### src/rtl/key_search_scheduler.sv
// Multi-core key search controller for the RC4 decoder: issues candidate keys
// in ascending order to free cores, collects pass/fail results, stops on first hit.
module key_search_scheduler #(
  parameter int KEY_W     = 24,
  parameter int NUM_CORES = 4,
  parameter int KEY_START = 0,
  parameter int KEY_LIMIT = 2**22,
  parameter int IDX_W     = (NUM_CORES > 1) ? $clog2(NUM_CORES) : 1
) (
  input  logic                       clk,
  input  logic                       reset,
  input  logic                       enable,
  input  logic [NUM_CORES-1:0]       core_done,
  input  logic [NUM_CORES-1:0]       core_success,
  output logic [NUM_CORES-1:0]       core_start,
  output logic [NUM_CORES*KEY_W-1:0] core_key,
  output logic                       core_abort,
  output logic                       busy,
  output logic                       found,
  output logic                       exhausted,
  output logic [KEY_W-1:0]           found_key,
  output logic [IDX_W-1:0]           found_core,
  output logic [9:0]                 LEDR
);

  // One extra bit so a limit of 2**KEY_W is reachable without wrapping.
  localparam logic [KEY_W:0] LIMIT = (KEY_W+1)'(KEY_LIMIT);
  localparam logic [KEY_W:0] START = (KEY_W+1)'(KEY_START);

  typedef enum logic [1:0] {S_IDLE, S_RUN, S_FOUND, S_EXHAUSTED} state_t;

  state_t               state, state_d;
  logic [KEY_W:0]       next_key, next_key_d;
  logic [NUM_CORES-1:0] core_busy, core_busy_d, start_d;
  logic [NUM_CORES-1:0] done_vld, succ_vld;
  logic [IDX_W-1:0]     succ_idx, free_idx;
  logic                 succ_any, free_any, dispatch;

  // Top seven key bits for the LEDs; narrow keys are left-aligned and zero padded.
  function automatic logic [6:0] led_key(input logic [KEY_W-1:0] k);
    logic [KEY_W+6:0] ext;
    ext = {k, 7'b0};
    return ext[KEY_W+6 -: 7];
  endfunction

  // Pulses from idle cores are spurious and never qualify.
  always_comb begin
    done_vld = core_done & core_busy;
    succ_vld = done_vld & core_success;
    succ_any = |succ_vld;
    free_any = ~&core_busy;
    succ_idx = '0;
    free_idx = '0;
    for (int i = NUM_CORES-1; i >= 0; i--) begin
      if (succ_vld[i])   succ_idx = IDX_W'(i);
      if (!core_busy[i]) free_idx = IDX_W'(i);
    end
  end

  always_comb begin
    state_d     = state;
    next_key_d  = next_key;
    core_busy_d = core_busy;
    start_d     = '0;
    dispatch    = 1'b0;
    case (state)
      S_IDLE: begin
        if (enable) state_d = S_RUN;
      end
      S_RUN: begin
        if (succ_any) begin
          state_d     = S_FOUND;
          core_busy_d = '0;
        end else begin
          // Free slots come from the registered busy bits, so a core that
          // finishes this edge is only eligible on the next one.
          dispatch    = enable && (next_key < LIMIT) && free_any;
          core_busy_d = core_busy & ~done_vld;
          if (dispatch) begin
            core_busy_d[free_idx] = 1'b1;
            start_d[free_idx]     = 1'b1;
            next_key_d            = next_key + (KEY_W+1)'(1);
          end
          if (next_key == LIMIT && core_busy == '0) state_d = S_EXHAUSTED;
        end
      end
      default: core_busy_d = '0;
    endcase
  end

  always_ff @(posedge clk or negedge reset) begin
    if (!reset) begin
      state      <= S_IDLE;
      next_key   <= START;
      core_busy  <= '0;
      core_start <= '0;
      core_key   <= '0;
      core_abort <= 1'b0;
      busy       <= 1'b0;
      found      <= 1'b0;
      exhausted  <= 1'b0;
      found_key  <= '0;
      found_core <= '0;
      LEDR       <= '0;
    end else begin
      state      <= state_d;
      next_key   <= next_key_d;
      core_busy  <= core_busy_d;
      core_start <= start_d;
      if (dispatch) core_key[free_idx*KEY_W +: KEY_W] <= next_key[KEY_W-1:0];
      if (state == S_RUN && succ_any) begin
        found_key  <= core_key[succ_idx*KEY_W +: KEY_W];
        found_core <= succ_idx;
      end
      busy       <= (state_d == S_RUN);
      found      <= (state_d == S_FOUND);
      core_abort <= (state_d == S_FOUND);
      exhausted  <= (state_d == S_EXHAUSTED);
      LEDR       <= {led_key(next_key_d[KEY_W-1:0]), state_d == S_EXHAUSTED,
                     state_d == S_FOUND, state_d == S_RUN};
    end
  end

endmodule

### config.mk
export PLATFORM = sky130hd
export DESIGN_NAME = key_search_scheduler
export DESIGN_NICKNAME = d
export VERILOG_FILES = /design/src/rtl/key_search_scheduler.sv
export SDC_FILE = /design/constraint.sdc
export NUM_CORES = 1
export LEC_CHECK = 0
export ABC_CLOCK_PERIOD_IN_PS = 3000
export BUFFER_PORTS_ARGS = -buffer_cell sky130_fd_sc_hd__buf_4
export CELL_PAD_IN_SITES_DETAIL_PLACEMENT = 2
export CELL_PAD_IN_SITES_GLOBAL_PLACEMENT = 2
export CORE_MARGIN = 2
export CORE_UTILIZATION = 30
export CTS_CLUSTER_SIZE = 25
export DETAILED_ROUTE_END_ITERATION = 10
export PLACE_DENSITY = 0.78
export SYNTH_ARGS = -nofsm -noshare
export SYNTH_HDL_FRONTEND = slang
export SYNTH_SLANG_ARGS = --single-unit
export TNS_END_PERCENT = 1
### constraint.sdc
create_clock -name clk -period 3 [get_ports clk]
set_input_delay 0.3 -clock clk [delete_from_list [all_inputs] [get_ports clk]]
set_output_delay 0.3 -clock clk [all_outputs]
set_load 0.01 [all_outputs]
==> impl_metrics.json <==
{
  "syn_nets": 706,
  "cp.required_ps": 3340,
  "gr-total-overflow": 0,
  "async_reset_ff_share_pct": 100.0,
  "power_frac_clock_pct": 35.6,
  "num_rows": 56,
  "cts_resized": 0,
  "finalMaxSlewViolations": 0,
  "whs_ps": 175.5,
  "fp.coreArea_um2": 23540,
  "synthAdderAreaFrac_pct": 1.211,
  "seqPwrFrac_pct": 42.7,
  "finalCritPeriodShare_pct": 86.63,
  "crit_path_max_fanout": 9,
  "io_pins": 151,
  "cts.sinks": 160,
  "vias_per_cell": 5.249,
  "initial_core_util_pct": 30.72,
  "swShare_pct": 31.27,
  "finalHoldViolCount": 0,
  "synth_top_area_cell": "dfrtp_1",
  "synthXorXnorAreaFrac_pct": 2.543,
  "synth_compound_area_share_pct": 17.84,
  "p_leak_nw": 4.152,
  "holdBufCountCts": 1,
  "ys_seq_area_share_pct": 55.36,
  "nets": 833,
  "track_usage_pct": 21.45,
  "die_height_um": 159.3,
  "maxSlewHeadroom_pct": 44.12,
  "drc": 0,
  "status": "finished clean",
  "max-vdd-ir-drop_mv": 0.3007,
  "yosys_most_used_dff": "dfrtp_1",
  "hp-class": "in2reg",
  "drive_gt1_share_pct": 27.05,
  "maxCapViolations": 0,
  "synth_edf_count": 0,
  "worst_pin_slew_ps": 831.8,
  "synth_common_cells": "dfrtp_1, nand2_1, o21ai_0",
  "synth_most_common_cell": "dfrtp_1",
  "htree_levels": 4,
  "fin_crit_ps": 2599,
  "die_x_um": 159.3,
  "syn_inst": 688,
  "crit_path_start_kind": "flop",
  "intPower_mw": 4.368,
  "area_growth_pct": 28.34,
  "drt-initial-drc-count": 322,
  "synth_top_area_share_pct": 55.36,
  "setup-tns-final_ps": 0,
  "clk_latency_ps": 430,
  "antenna_found_initial": 0,
  "final_antenna_net_count": 0,
  "synth-simple-area-share_pct": 14.86,
  "place_congestion": 0.8343,
  "synth_top_family_by_area": "compound AO/OA/AOI/OAI gates",
  "finalSetupViolations": 0,
  "path_class": "reg2reg",
  "combinationalPowerShare_pct": 21.7,
  "detail_route.wl_per_cell_um": 23.44,
  "synth.area.mux_share_pct": 3.322,
  "cts_tree": "yes",
  "cts_setup_buffers": 0,
  "avgSynthCellArea_um2": 10.51,
  "vias": 6021,
  "ys_warn_count": 0,
  "grt_pass1_wl_um": 41670,
  "skew_ps": 7.996,
  "switchingPower_mw": 1.987,
  "die-area_um2": 25360,
  "rsz0062_at_grt": "false",
  "drtPass1Iterations": 5,
  "grt_pass1_vias": 6595,
  "ys_types": 44,
  "cp_data_arrival_time_ps": 2940,
  "root_buffer": "clkbuf_16",
  "antenna_cells": 0,
  "detailed_place_hpwl_um": 19040,
  "grt_max_degree": 67,
  "cts_buffers": 17,
  "clockBufferDepth": 2,
  "endpoint_kind": "flop",
  "clock.fmax_mhz": 384.8,
  "clk_pin_slew_ps": 70,
  "synthTopCellsByArea": "dfrtp_1, nand2_1, mux2i_1",
  "wl_um": 26890,
  "yosys_register_bits": 160,
  "syn-cell-area_um2": 7232,
  "power_density_nw_per_um2": 684.7,
  "numPortBuffers": 150
}
[sequential cells by signal (all words and copies together), names as in the netlist]
signal      flops
LEDR            9
core_busy       4
core_key       96
core_start      4
found_core      2
found_key      24
next_key       19
state           2
[power groups by stage]
stage	clock network [mW]	registers (mW)	logic, mW
after global placement	0	2.73	1.34
after floorplan	0	2.72	0.689
after detailed placement	0	2.75	1.38
after CTS	2.31	2.71	1.40
final	2.26	2.72	1.38
after global routing	2.38	2.76	1.50
[cell type report]
cell class                 instances  area, um2
clock buffer                      18      439.2
clock inverter                    14      165.2
fill                            2514      14260
inverter                          11      41.29
multi-input combinational        450       2888
sequential                       160       4004
tap                              319      399.1
timing repair buffer             175       1345
[logic make-up after synthesis]
family / Yosys count
and+or+nand+nor: 214
AOI/OAI and AO/OA: 184
DFF: 160
buffers and inverters: 78
muxes: 24
xor gates and xnor gates: 21
adders and majority gates: 7
[worst max-delay path, stage by stage (launching register included)]
cell and delay [ps]:
dfrtp_1 440, nor2b_1 170, o21ai_0 240, inv_1 120, ha_1 430, nor2b_1 240
o211ai_1 120, buf_4 210, nor2_1 100, buf_4 180, nand2_1 80, o21ai_0 180
[cells in the final DEF, fill, tap and decap left out, types with 13 or more instances in the layout]
cell       netlist  layout
o21ai_0         47      47
nand3_1         16      16
nand2_1        118     118
a22o_1          22      22
xnor2_1         20      20
nand4_1         13      13
o21a_1          25      24
and2_1          13      13
buf_4           12     171
o211ai_1        26      26
dfrtp_1        160     160
a22oi_1         24      24
mux2i_1         24      24
o31ai_1         26      26
clkbuf_16        0      17
[per-layer routing]
layer	vias up	global-route usage, %	routed length (um)
met3	28	3.621	839
li1	2687	-	-
met2	124	37.77	13770
met5	-	0	0
met4	0	6.570	631
met1	3182	26.96	11640
[per-stage QoR]
stage | cell area [um2] | instances | worst slack (ps) | power (mW) | utilization, %
after detailed placement | 8667 | 1114 | 458.0 | 4.136 | 36.81
after CTS | 9281 | 1147 | 403.6 | 6.415 | 39.42
final | 9281 | 1147 | 401.2 | 6.355 | 39.42
after global routing | 9281 | 1147 | 115.9 | 6.631 | 39.42
after global placement | 8667 | 1114 | 623.6 | 4.071 | 36.81
after floorplan | 7232 | 688 | 402.9 | 3.412 | -
[path summary, 6_finish.rpt]
check                                         start                        to  slack, ps  cells after the start
min                                          enable        state[0]$_DFF_PN0_        180                      3
max in group asynchronous                     reset  core_key[50]$_DFFE_PN0P_       1650                      3
max                        core_busy[2]$_DFFE_PN0N_  core_key[87]$_DFFE_PN0P_        400                     11
min reg2reg                next_key[24]$_DFFE_PN0P_  next_key[24]$_DFFE_PN0P_        410                      0
min in group asynchronous                     reset         LEDR[0]$_DFF_PN0_        440                      2
max reg2reg                core_busy[2]$_DFFE_PN0N_  core_key[87]$_DFFE_PN0P_        400                     11
Power figures use the tool's default switching activity.
